--- src/rtl/alu_seq.sv ---
// alu_seq: execute-stage ALU with single-cycle ops and iterative mul/div.
// Single-cycle ops register their result one edge after acceptance.
// mul/mulhu use a shift-add loop and div/rem use a restoring loop, one bit
// per cycle plus one finalize cycle, which gives a latency of XLEN+1.
//
// state  | meaning
// S_IDLE | accepting ops; single-cycle results are produced here
// S_MUL  | shift-add steps (counter 0..XLEN-1), then finalize at XLEN
// S_DIV  | restoring steps (counter 0..XLEN-1), then sign fix-up at XLEN
// S_DONE | iterative result valid, waiting for out_ready
module alu_seq #(
  parameter int XLEN = 32,
  parameter int SHW  = $clog2(XLEN)
) (
  input  logic            clk,
  input  logic            rst,
  input  logic            in_valid,
  output logic            in_ready,
  input  logic [3:0]      op,
  input  logic [XLEN-1:0] a,
  input  logic [XLEN-1:0] b,
  output logic            out_valid,
  input  logic            out_ready,
  output logic [XLEN-1:0] result,
  output logic            zero,
  output logic            negative,
  output logic            carry,
  output logic            overflow,
  output logic            busy
);

  typedef enum logic [1:0] {S_IDLE, S_MUL, S_DIV, S_DONE} state_t;

  localparam logic [SHW:0]    CNT_LAST = (SHW+1)'(XLEN);
  localparam logic [SHW:0]    CNT_ONE  = (SHW+1)'(1);
  localparam logic [XLEN-1:0] MIN_VAL  = {1'b1, {(XLEN-1){1'b0}}};

  state_t              r_state;
  logic [SHW:0]        r_cnt;
  logic [2*XLEN-1:0]   r_acc;
  logic [XLEN-1:0]     r_a;
  logic [XLEN-1:0]     r_b;
  logic                r_hi_sel;
  logic                r_rem_sel;
  logic                r_neg_q;
  logic                r_neg_r;
  logic                r_out_valid;
  logic [XLEN-1:0]     r_result;
  logic                r_zero;
  logic                r_negative;
  logic                r_carry;
  logic                r_overflow;

  logic                w_accept;
  logic                w_is_mul;
  logic                w_is_div;
  logic                w_div_signed;
  logic                w_div_by_zero;
  logic                w_div_ovf;
  logic                w_div_special;
  logic [XLEN-1:0]     w_a_mag;
  logic [XLEN-1:0]     w_b_mag;
  logic                w_sub;
  logic [XLEN-1:0]     w_b_add;
  logic [XLEN:0]       w_sum;
  logic [SHW-1:0]      w_shamt;
  logic [XLEN-1:0]     w_res;
  logic                w_c;
  logic                w_v;
  logic [XLEN:0]       w_mul_sum;
  logic [2*XLEN-1:0]   w_mul_next;
  logic [2*XLEN:0]     w_sh;
  logic [XLEN:0]       w_diff;
  logic [2*XLEN-1:0]   w_div_next;
  logic [XLEN-1:0]     w_quo_s;
  logic [XLEN-1:0]     w_rem_s;
  logic [XLEN-1:0]     w_fin;

  assign in_ready  = rst & (r_state == S_IDLE) & (~r_out_valid | out_ready);
  assign w_accept  = in_valid & in_ready;
  assign busy      = (r_state != S_IDLE);
  assign out_valid = r_out_valid;
  assign result    = r_result;
  assign zero      = r_zero;
  assign negative  = r_negative;
  assign carry     = r_carry;
  assign overflow  = r_overflow;

  // Operation class decode and division special cases resolved at accept.
  assign w_is_mul      = (op[3:1] == 3'b101);
  assign w_is_div      = (op[3:2] == 2'b11);
  assign w_div_signed  = w_is_div & ~op[0];
  assign w_div_by_zero = (b == '0);
  assign w_div_ovf     = w_div_signed & (a == MIN_VAL) & (b == '1);
  assign w_div_special = w_is_div & (w_div_by_zero | w_div_ovf);
  assign w_a_mag       = (w_div_signed & a[XLEN-1]) ? -a : a;
  assign w_b_mag       = (w_div_signed & b[XLEN-1]) ? -b : b;

  // Subtraction reuses the adder as a + ~b + 1.
  assign w_sub   = (op == 4'b0001);
  assign w_b_add = w_sub ? ~b : b;
  assign w_sum   = {1'b0, a} + {1'b0, w_b_add} + (XLEN+1)'(w_sub);
  assign w_shamt = b[SHW-1:0];

  // Single-cycle result and arithmetic flags.
  always_comb begin
    w_res = '0;
    w_c   = 1'b0;
    w_v   = 1'b0;
    case (op)
      4'b0000, 4'b0001: begin
        w_res = w_sum[XLEN-1:0];
        w_c   = w_sum[XLEN];
        w_v   = (a[XLEN-1] == w_b_add[XLEN-1]) & (w_sum[XLEN-1] != a[XLEN-1]);
      end
      4'b0010: w_res = a & b;
      4'b0011: w_res = a | b;
      4'b0100: w_res = a ^ b;
      4'b0101: w_res = {{(XLEN-1){1'b0}}, ($signed(a) < $signed(b))};
      4'b0110: w_res = {{(XLEN-1){1'b0}}, (a < b)};
      4'b0111: w_res = a << w_shamt;
      4'b1000: w_res = a >> w_shamt;
      4'b1001: w_res = $unsigned($signed(a) >>> w_shamt);
      4'b1100, 4'b1101, 4'b1110, 4'b1111: begin
        if (w_div_by_zero) w_res = op[1] ? a : '1;
        else               w_res = op[1] ? '0 : MIN_VAL;
      end
      default: w_res = '0;
    endcase
  end

  // One shift-add step: add multiplicand into the high half, shift right.
  assign w_mul_sum  = {1'b0, r_acc[2*XLEN-1:XLEN]} + {1'b0, (r_b[0] ? r_a : '0)};
  assign w_mul_next = {w_mul_sum, r_acc[XLEN-1:1]};

  // One restoring step: high half is the partial remainder, low half
  // shifts the dividend out and the quotient bits in.
  assign w_sh       = {r_acc, 1'b0};
  assign w_diff     = w_sh[2*XLEN:XLEN] - {1'b0, r_b};
  assign w_div_next = w_diff[XLEN] ? w_sh[2*XLEN-1:0]
                                   : {w_diff[XLEN-1:0], w_sh[XLEN-1:1], 1'b1};

  assign w_quo_s = r_neg_q ? -r_acc[XLEN-1:0] : r_acc[XLEN-1:0];
  assign w_rem_s = r_neg_r ? -r_acc[2*XLEN-1:XLEN] : r_acc[2*XLEN-1:XLEN];

  // Final value of an iterative op, selected by the running state.
  always_comb begin
    w_fin = '0;
    if (r_state == S_MUL) w_fin = r_hi_sel ? r_acc[2*XLEN-1:XLEN] : r_acc[XLEN-1:0];
    else                  w_fin = r_rem_sel ? w_rem_s : w_quo_s;
  end

  // Control FSM with registered result, flags and handshake outputs.
  always_ff @(posedge clk) begin
    if (!rst) begin
      r_state     <= S_IDLE;
      r_cnt       <= '0;
      r_acc       <= '0;
      r_a         <= '0;
      r_b         <= '0;
      r_hi_sel    <= 1'b0;
      r_rem_sel   <= 1'b0;
      r_neg_q     <= 1'b0;
      r_neg_r     <= 1'b0;
      r_out_valid <= 1'b0;
      r_result    <= '0;
      r_zero      <= 1'b0;
      r_negative  <= 1'b0;
      r_carry     <= 1'b0;
      r_overflow  <= 1'b0;
    end else begin
      case (r_state)
        S_IDLE: begin
          if (w_accept) begin
            if (w_is_mul) begin
              r_acc       <= '0;
              r_a         <= a;
              r_b         <= b;
              r_cnt       <= '0;
              r_hi_sel    <= op[0];
              r_out_valid <= 1'b0;
              r_state     <= S_MUL;
            end else if (w_is_div && !w_div_special) begin
              r_acc       <= {{XLEN{1'b0}}, w_a_mag};
              r_b         <= w_b_mag;
              r_cnt       <= '0;
              r_rem_sel   <= op[1];
              r_neg_q     <= w_div_signed & (a[XLEN-1] ^ b[XLEN-1]);
              r_neg_r     <= w_div_signed & a[XLEN-1];
              r_out_valid <= 1'b0;
              r_state     <= S_DIV;
            end else begin
              r_result    <= w_res;
              r_zero      <= (w_res == '0);
              r_negative  <= w_res[XLEN-1];
              r_carry     <= w_c;
              r_overflow  <= w_v;
              r_out_valid <= 1'b1;
            end
          end else if (out_ready) begin
            r_out_valid <= 1'b0;
          end
        end
        S_MUL, S_DIV: begin
          if (r_cnt != CNT_LAST) begin
            r_acc <= (r_state == S_MUL) ? w_mul_next : w_div_next;
            if (r_state == S_MUL) r_b <= r_b >> 1;
            r_cnt <= r_cnt + CNT_ONE;
          end else begin
            r_result    <= w_fin;
            r_zero      <= (w_fin == '0);
            r_negative  <= w_fin[XLEN-1];
            r_carry     <= 1'b0;
            r_overflow  <= 1'b0;
            r_out_valid <= 1'b1;
            r_state     <= S_DONE;
          end
        end
        S_DONE: begin
          if (out_ready) begin
            r_out_valid <= 1'b0;
            r_state     <= S_IDLE;
          end
        end
        default: r_state <= S_IDLE;
      endcase
    end
  end

endmodule

--- config.mk ---
export PLATFORM = sky130hd
export DESIGN_NAME = alu_seq
export DESIGN_NICKNAME = d
export VERILOG_FILES = /design/src/rtl/alu_seq.sv
export SDC_FILE = /design/constraint.sdc
export NUM_CORES = 1
export LEC_CHECK = 0
export ABC_CLOCK_PERIOD_IN_PS = 14400
export CORE_ASPECT_RATIO = 0.75
export CORE_MARGIN = 1
export CORE_UTILIZATION = 40
export CTS_CLUSTER_SIZE = 28
export DETAILED_ROUTE_END_ITERATION = 16
export DONT_BUFFER_PORTS = 1
export PLACE_DENSITY = 0.64
export SLEW_MARGIN = 15
export SYNTH_ARGS = -nofsm -noshare
export SYNTH_HDL_FRONTEND = slang
export SYNTH_SLANG_ARGS = --single-unit
export TNS_END_PERCENT = 5
--- constraint.sdc ---
create_clock -name clk -period 14.4 [get_ports clk]
set_input_delay 3.6 -clock clk [delete_from_list [all_inputs] [get_ports clk]]
set_output_delay 3.6 -clock clk [all_outputs]
set_load 0.02 [all_outputs]
==> results_dict.tcl <==
set metrics [dict create \
    status "finished, final reports clean" \
    finalWirelength_mm 134 \
    route.vias.total 28900 \
    grt_pass1_vias 25600 \
    worst_slew_pin_slew_ns 1.30 \
    postSynthCellCount 3470 \
    antenna_found_initial 10 \
    final-max-slew-violation-count 0 \
    fp.dieW_um 291 \
    clock_power_share_pct 13.9 \
    finalSetupViolCount 0 \
    max_freq_mhz 118 \
    critPathLaunchType "primary input" \
    post-cts-setup-buffer-count 0 \
    initial_core_util_pct 40.5 \
    fin_skew_ns 0.0155 \
    power_leakage_nw 9.95 \
    rsz0062_at_grt "false" \
    async_flop_share_pct 0 \
    tns_ns 0 \
    pwr-share-comb_pct 64.2 \
    drcViolationCount 0 \
    ios 111 \
    ir_worst_vdd_mv 0.183 \
    tritoncts "yes" \
    synth_warnings 0 \
    numCtsBuffers 17 \
    die_y_um 219 \
    cts-resized-gates 0 \
    fin_crit_sh_pct 58.8 \
    grt_overflow 0 \
    fin_nets 3562 \
    cp_data_arrival_time_ns 8.84 \
    fill_cells 6487 \
    wl_per_cell_um 32.8 \
    coreArea_sq_um 62100 \
    area_growth_pct 4.49 \
    place_congestion 1.11 \
    power.total_w 0.00360 \
    period_minus_slack_ns 8.46 \
    yosys_register_bits 176 \
    grt_max_degree 97 \
    required_ns 14.78 \
    dieArea_sq_um 63800 \
    hold_ws_ns 0.454 \
    swShare_pct 53.4 \
    place_hpwl_mm 102 \
    drv_cap 0 \
    port_buffers 0 \
    cellPowerDensity_nw_per_um2 137 \
    seqPwrFrac_pct 21.8 \
    synth-edff-count 0 \
    holdCritPathClass "reg -> reg" \
    drt_first_pass_iters 7 \
    final_hold_viol_count 0 \
    end_kind "register" \
    drtAntennaViolNets 0 \
    critPathKind "in -> reg" \
    clock_latency_ns 0.47 \
    grt_pass1_wl_mm 189 \
    ctsRootBufferMaster "clkbuf_16" \
    relSlewSlack_pct 12.9 \
    avgSynthCellArea_sq_um 7.24 \
    power_switching_w 0.00192 \
    path_clk_slew_ns 0.08 \
    drtIter0Drc 5372 \
    rows 79 \
    synth_flop_cell "dfxtp_1" \
    grtUsageTotal_pct 40.8 \
    drive_gt1_share_pct 7.54 \
    synth_nets 3756 \
    yosysSeqAreaShare_pct 14.0 \
    internal_power_w 0.00168 \
    synth.distinct_cells 95 \
    htree_levels 4 \
    viasPerCell 7.05 \
    clkSinkCount 176 \
    critPathMaxFanout 62 \
    clk_path_buf_depth 2 \
    post-place-ws_ns 5.74 \
    postCtsHoldBufs 0 \
    syn_area_sq_um 25100 \
    worst_slack_ns 5.94 \
]
## cell type report
cell class	instances	area [sq um]	share of cell area [%]
Tap cell	810	1010	3.86
Multi-Input combinational cell	2856	20000	76.2
Inverter	162	611	2.33
Clock buffer	18	439	1.67
Sequential cell	176	3520	13.4
Clock inverter	14	164	0.624
Timing Repair Buffer	63	473	1.80
Antenna cell	5	12.5	0.0477
## kinds of logic (layout without fill, tap and decap cells)
family                     after synthesis  in the layout  share of synthesized area (%)
DFF                                    176            176                           14.0
xor gates and xnor gates               190            190                           6.62
AOI/OAI and AO/OA                     1100           1100                           29.4
muxes                                  212            212                           10.3
buffers and inverters                  438            257                           6.82
adders and majority gates              214            214                           10.7
other                                    0              5                              0
and+or+nand+nor                       1140           1140                           22.1
## sequential cells by signal (all words and copies together), names as in the netlist
name and flops:
zero 1, r_cnt 6, r_rem_sel 1, out_valid 1, r_acc 64, r_state 2, r_neg_r 1, r_b 32
result 32, r_neg_q 1, r_a 32, r_hi_sel 1, carry 1, overflow 1
## metal layers
metal / GRT usage, % / wire (um)
met1: 57.6 / 57600
met2: 52.0 / 48300
met3: 20.0 / 22900
met4: 13.1 / 5110
met5: 5.18 / 509
## layout by cell type, fill, tap and decap left out, types with 34 or more instances in the layout
cell type	n
nand2_1	328
o211ai_1	58
o21ai_0	191
a211oi_1	65
mux2_2	67
nand3_1	54
ha_1	209
mux2i_1	112
dfxtp_1	176
inv_1	156
nor2_1	293
a22oi_1	53
nand4_1	47
a221oi_1	62
xor2_1	39
or3_1	35
nor4_1	36
buf_4	63
and2_1	43
a21oi_1	286
nor3_1	106
nand2b_1	37
a21o_1	41
a31oi_1	34
xnor2_1	151
## power groups by stage
stage / sequential, W / clock, W / combinational (W)
final: 0.000787 / 0.000501 / 0.00231
after global routing: 0.000799 / 0.000525 / 0.00248
after floorplan: 0.000708 / 0 / 0.00169
after CTS: 0.000777 / 0.000502 / 0.00223
after detailed placement: 0.000788 / 0 / 0.00222
after global placement: 0.000787 / 0 / 0.00222
## worst paths after layout
check             startpoint      to  slack [ns]  cells past startpoint
setup / recovery       op[1]    zero        5.94                     13
hold / removal        r_a[8]  r_a[8]        0.45                      2
setup reg to reg  r_state[1]    zero        9.69                     12
hold reg to reg       r_a[8]  r_a[8]        0.45                      2
## per-stage QoR
stage	cells	area, sq um	utilization (%)
6_report	4104	26300	42.3
3_5_place_dp	4067	25600	41.3
3_3_place_gp	4067	25600	41.3
5_1_grt	4099	26200	42.3
2_1_floorplan	3470	25100	-
4_1_cts	4099	26200	42.3
## critical path, cell delays in order
cell       delay, ns
nor4b_2         0.27
buf_4           0.54
xnor2_1         0.19
ha_1            0.36
a21oi_1         0.39
o21ai_0         0.36
a221o_1         0.39
a211oi_1        0.58
o2111ai_1       0.25
or4_1           0.55
or4_1           0.51
or4_1           0.49
o32ai_1         0.26
## synth_stat cells (39+ instances only)
library cell,instances,area share (%)
o211ai_1,58,1.7
and2_1,43,1.1
clkbuf_1,225,3.4
a21oi_1,286,5.7
mux2i_1,112,4.5
a211oi_1,67,2.0
nor3_1,109,2.2
dfxtp_1,176,14
nand4_1,47,1.2
a221oi_1,62,2.2
xor2_1,39,1.4
nor2_1,296,4.4
a21o_1,41,1.2
mux2_2,67,3.0
nand2_1,328,4.9
o21ai_0,191,3.8
xnor2_1,151,5.3
inv_1,156,2.3
a22oi_1,53,1.6
ha_1,211,11
nand3_1,54,1.1
Power figures use the tool's default switching activity.
